<file path="config.mk">
export PLATFORM = sky130hd
export DESIGN_NAME = shift_add_multiplier
export DESIGN_NICKNAME = d
export VERILOG_FILES = /design/src/rtl/shift_add_multiplier.sv
export SDC_FILE = /design/constraint.sdc
export NUM_CORES = 1
export LEC_CHECK = 0
export BUFFER_PORTS_ARGS = -buffer_cell sky130_fd_sc_hd__buf_2
export CORE_MARGIN = 1.5
export CORE_UTILIZATION = 50
export DETAILED_ROUTE_END_ITERATION = 7
export PLACE_DENSITY = 0.82
export SYNTH_ARGS = -nofsm -noshare
export SYNTH_HDL_FRONTEND = slang
export SYNTH_SLANG_ARGS = --single-unit
export TNS_END_PERCENT = 20
</file>
<file path="constraint.sdc">
create_clock -name clk -period 4.2 [get_ports clk]
set_clock_uncertainty 0.1 [all_clocks]
set_input_delay 1.26 -clock clk [delete_from_list [all_inputs] [get_ports clk]]
set_output_delay 1.26 -clock clk [all_outputs]
set_load 0.01 [all_outputs]
</file>
<file path="src/rtl/shift_add_multiplier.sv">
// Sequential unsigned WIDTH x WIDTH multiplier, MSB-first shift-and-add, one
// multiplier bit per clock. start/busy/done handshake; P holds the last product.
module shift_add_multiplier #(
  parameter int WIDTH = 8
) (
  input  logic               clk,
  input  logic               rst,
  input  logic               start,
  input  logic [WIDTH-1:0]   A,
  input  logic [WIDTH-1:0]   B,
  output logic               busy,
  output logic               done,
  output logic [2*WIDTH-1:0] P
);

  // state  | meaning
  // S_IDLE | waiting for start; P holds last product
  // S_RUN  | one multiplier bit consumed per clock, idx counts down to 0
  localparam int IW = (WIDTH > 1) ? $clog2(WIDTH) : 1;

  typedef enum logic {
    S_IDLE,
    S_RUN
  } state_t;

  state_t             state_q, state_d;
  logic [WIDTH-1:0]   a_q, a_d;
  logic [WIDTH-1:0]   b_q, b_d;
  logic [2*WIDTH-1:0] acc_q, acc_d;
  logic [IW-1:0]      idx_q, idx_d;
  logic [2*WIDTH-1:0] p_q, p_d;
  logic               done_q, done_d;

  logic [2*WIDTH-1:0] acc_shift;
  logic [2*WIDTH-1:0] addend;
  logic [2*WIDTH-1:0] acc_next;

  // Full-width shift and add: the running sum never exceeds 2*WIDTH bits.
  always_comb begin
    acc_shift = acc_q << 1;
    addend    = b_q[idx_q] ? {{WIDTH{1'b0}}, a_q} : '0;
    acc_next  = acc_shift + addend;
  end

  always_comb begin
    state_d = state_q;
    a_d     = a_q;
    b_d     = b_q;
    acc_d   = acc_q;
    idx_d   = idx_q;
    p_d     = p_q;
    done_d  = 1'b0;

    case (state_q)
      S_IDLE: begin
        if (start) begin
          a_d     = A;
          b_d     = B;
          acc_d   = '0;
          idx_d   = IW'(WIDTH - 1);
          state_d = S_RUN;
        end
      end
      S_RUN: begin
        if (idx_q != '0) begin
          acc_d = acc_next;
          idx_d = idx_q - IW'(1);
        end else begin
          p_d     = acc_next;
          done_d  = 1'b1;
          state_d = S_IDLE;
        end
      end
      default: state_d = S_IDLE;
    endcase
  end

  always_ff @(posedge clk or posedge rst) begin
    if (rst) begin
      state_q <= S_IDLE;
      a_q     <= '0;
      b_q     <= '0;
      acc_q   <= '0;
      idx_q   <= '0;
      p_q     <= '0;
      done_q  <= 1'b0;
    end else begin
      state_q <= state_d;
      a_q     <= a_d;
      b_q     <= b_d;
      acc_q   <= acc_d;
      idx_q   <= idx_d;
      p_q     <= p_d;
      done_q  <= done_d;
    end
  end

  // busy follows the state register, so it drops on the same edge done rises.
  assign busy = (state_q == S_RUN);
  assign done = done_q;
  assign P    = p_q;

endmodule

</file>
==> results.yml <==
global_routing:
  grt_max_degree: 53
  antenna_found_initial: 0
  grt.total_usage_pct: 18.82
  grt_pass1_vias: 1748
  grt_pass1_wl_mm: 7.852
  grt-ovfl-total: 0
sta:
  fmax_mhz: 291.3
  fin_crit_sh_pct: 81.72
  finalHoldViolCount: 0
  period_needed_ns: 3.432
  setup_tns_ns: 0
  slew_violations: 0
  setup_slack_ns: 0.7676
  rsz0062_at_grt: "no"
  maxSlewHeadroom_pct: 29.36
  tightest_slew_ns: 1.058
  setup_viol: 0
final_layout:
  design_area_um2: 2840
  finalNetCount: 322
  multiInputGateArea_um2: 1131
  final_common_cell: "nand2_1"
  utilization_pct: 59.74
  layout_common_cells: "nand2_1, dfrtp_1, buf_2, o21ai_0, nand3_1"
  areaGrowthSynthToFinish_pct: 13.84
  seqCellArea_um2: 1301
  n_antenna_cell: 0
  drive_above_1_share_pct: 18.37
  fillerInstances: 431
place:
  place_ws_ns: 0.7705
  dpl_cell_area_um2: 2719
  port_buffers: 36
  place_hpwl_mm: 3.151
  gp_congestion: 0.8048
setup_path:
  cp_num_buf_inv: 0
  cp.arrival_ns: 3.48
  required_ns: 4.25
  crit_slowest_cell: "mux4_1"
  path_cells: "mux4_1 > mux2i_4 > and2b_2 > ha_1 > fa_1 > a211oi_1 > o21ai_2 > o2111ai_1 > xor2_1 > o21ai_0"
  cp-end-kind: "flop"
  cp_top_family: "multiplexers"
  crit_fanout: 8
  start_kind: "flop"
  worstReg2RegEnd: "acc_q[11]$_DFFE_PP0P_"
  r2r_cells: 10
  reg2reg_slack_ns: 0.77
  slowest_delay_ns: 0.62
  r2r_start: "idx_q[0]$_DFFE_PP0P_"
  crit_type: "reg -> reg"
synth:
  synth.distinct_cells: 29
  yosys.area_share.simple_pct: 20.26
  synth_area_leader_cell: "dfrtp_1"
  synthMuxAreaShare_pct: 3.009
  synthXorXnorAreaFrac_pct: 4.564
  syn-num-nets: 290
  synth-compound-area-share_pct: 12.19
  yosys-top-cells-area: "dfrtp_1, nand2_1, o21ai_0"
  yosys.area_share.adder_pct: 5.316
  synth_top_family_by_area: "simple AND/OR/NAND/NOR gates"
  syn_area_per_cell_um2: 9.559
  yosys_warnings: 0
  synth_top_area_share_pct: 52.16
  netlist_instances: 261
  ys_ff_latch: 52
  ys_seq_area_share_pct: 52.16
  synth_area_um2: 2495
pwr:
  report.power.total_w: 0.002111
  p_leak_nw: 1.441
  pwr_density_cell_nw_per_um2: 743.4
  vdd_drop_max_mv: 0.3192
hold_path:
  min_path_type: "reg -> reg"
  worstHoldEndpoint: "P[3]$_DFFE_PP0P_"
  holdPathStages: 2
  min_from: "P[3]$_DFFE_PP0P_"
clocking:
  cts_tree: "done"
  cts_max_path_buffers: 2
  cts_resized: 0
  cts-root-buf: "clkbuf_8"
  clk_latency_ns: 0.30
  cts_made_buffers: 5
  path_clk_slew_ns: 0.09
  hold_buffers: 0
  cts.sinks: 52
  cts_setup_buffers: 0
  cts.htree.levels: 2
routing:
  wl_per_cell_um: 12.49
  num_vias: 1823
  drcViolationCount: 0
  firstDrtPassIters: 4
  viasPerCell: 5.050
  wirelength_mm: 4.510
  ant_nets: 0
  drt_iter0_markers: 103
floorplan:
  io_pins: 37
  die_w_um: 73.64
  rows: 25
  dieArea_um2: 5423
  start_util_pct: 52.47
  core_um2: 4755
  die_h_um: 73.64
status:
  status: "finished clean"
job:
  maxCapViolCount: 0
-- state kept, by name (all words and copies together), names as in the netlist --
name,flops
P,16
idx_q,3
acc_q,15
b_q,8
done,1
busy,1
a_q,8
-- worst register-to-register path: cells and delay by family (launching register included) --
family / cells / cell delay (ns)
multiplexers: 2 / 0.85
AO/OA/AOI/OAI: 4 / 0.81
adder cells (fa/ha/maj): 2 / 0.64
flip-flops: 1 / 0.43
AND/OR/NAND/NOR: 1 / 0.24
XOR/XNOR: 1 / 0.19
-- Yosys cell counts (all sizes together) --
| master | count |
|---|---|
| a211oi | 2 |
| a21o | 2 |
| a21oi | 8 |
| and2 | 3 |
| and2b | 6 |
| and3 | 3 |
| buf | 2 |
| clkbuf | 10 |
| dfrtp | 52 |
| fa | 1 |
| ha | 9 |
| inv | 4 |
| mux2i | 1 |
| mux4 | 2 |
| nand2 | 79 |
| nand2b | 3 |
| nand3 | 14 |
| nand3b | 1 |
| nand4 | 1 |
| nor2 | 1 |
| nor2b | 2 |
| o2111ai | 2 |
| o211ai | 4 |
| o21a | 1 |
| o21ai | 35 |
| xnor2 | 3 |
| xor2 | 10 |
-- routing by layer --
layer / GRT usage, % / vias to the layer above / part of all wire (%)
met5: 0 / - / 0
met4: 5.556 / 0 / 0.82
met3: 4.527 / 4 / 4.9
met2: 27.43 / 54 / 44
met1: 27.89 / 824 / 51
li1: - / 941 / -
-- metrics by stage --
stage,hold slack [ns],cells
floorplan,0.3373,261
global placement,0.3562,353
detailed placement,0.3604,353
CTS,0.3833,361
global route,0.4005,361
finish,0.3764,361
-- how the worst max path moves through the flow --
stage	startpoint	end	slack [ns]	cells past startpoint
3_3_place_gp	idx_q[0]$_DFFE_PP0P_	acc_q[11]$_DFFE_PP0P_	0.90	10
5_1_grt	idx_q[1]$_DFFE_PP0P_	acc_q[11]$_DFFE_PP0P_	0.57	10
6_report	idx_q[0]$_DFFE_PP0P_	acc_q[11]$_DFFE_PP0P_	0.77	10
4_1_cts	idx_q[0]$_DFFE_PP0P_	acc_q[11]$_DFFE_PP0P_	0.76	10
2_1_floorplan	idx_q[0]$_DFFE_PP0P_	acc_q[11]$_DFFE_PP0P_	1.06	10
3_5_place_dp	idx_q[0]$_DFFE_PP0P_	acc_q[11]$_DFFE_PP0P_	0.77	10
-- kinds of logic (layout without fill, tap and decap cells) --
group	Yosys count	after routing
buf+inv	16	49
simple gates	113	113
compound gates	54	54
flops	52	52
xor+xnor	13	13
fa+ha+maj	10	10
mux	3	3
-- power by group --
part	internal (W)	switching (W)
clock network	0.000195	0.000160
logic	0.000380	0.000516
registers	0.000716	0.000144
-- final cells by class --
| type | count | area share, % |
|---|---|---|
| Sequential cell | 52 | 45.82 |
| Tap cell | 67 | 2.952 |
| Timing Repair Buffer | 37 | 6.608 |
| Multi-Input combinational cell | 193 | 39.82 |
| Inverter | 4 | 0.5286 |
| Clock buffer | 6 | 2.907 |
| Clock inverter | 2 | 1.366 |
Power figures use the tool's default switching activity.
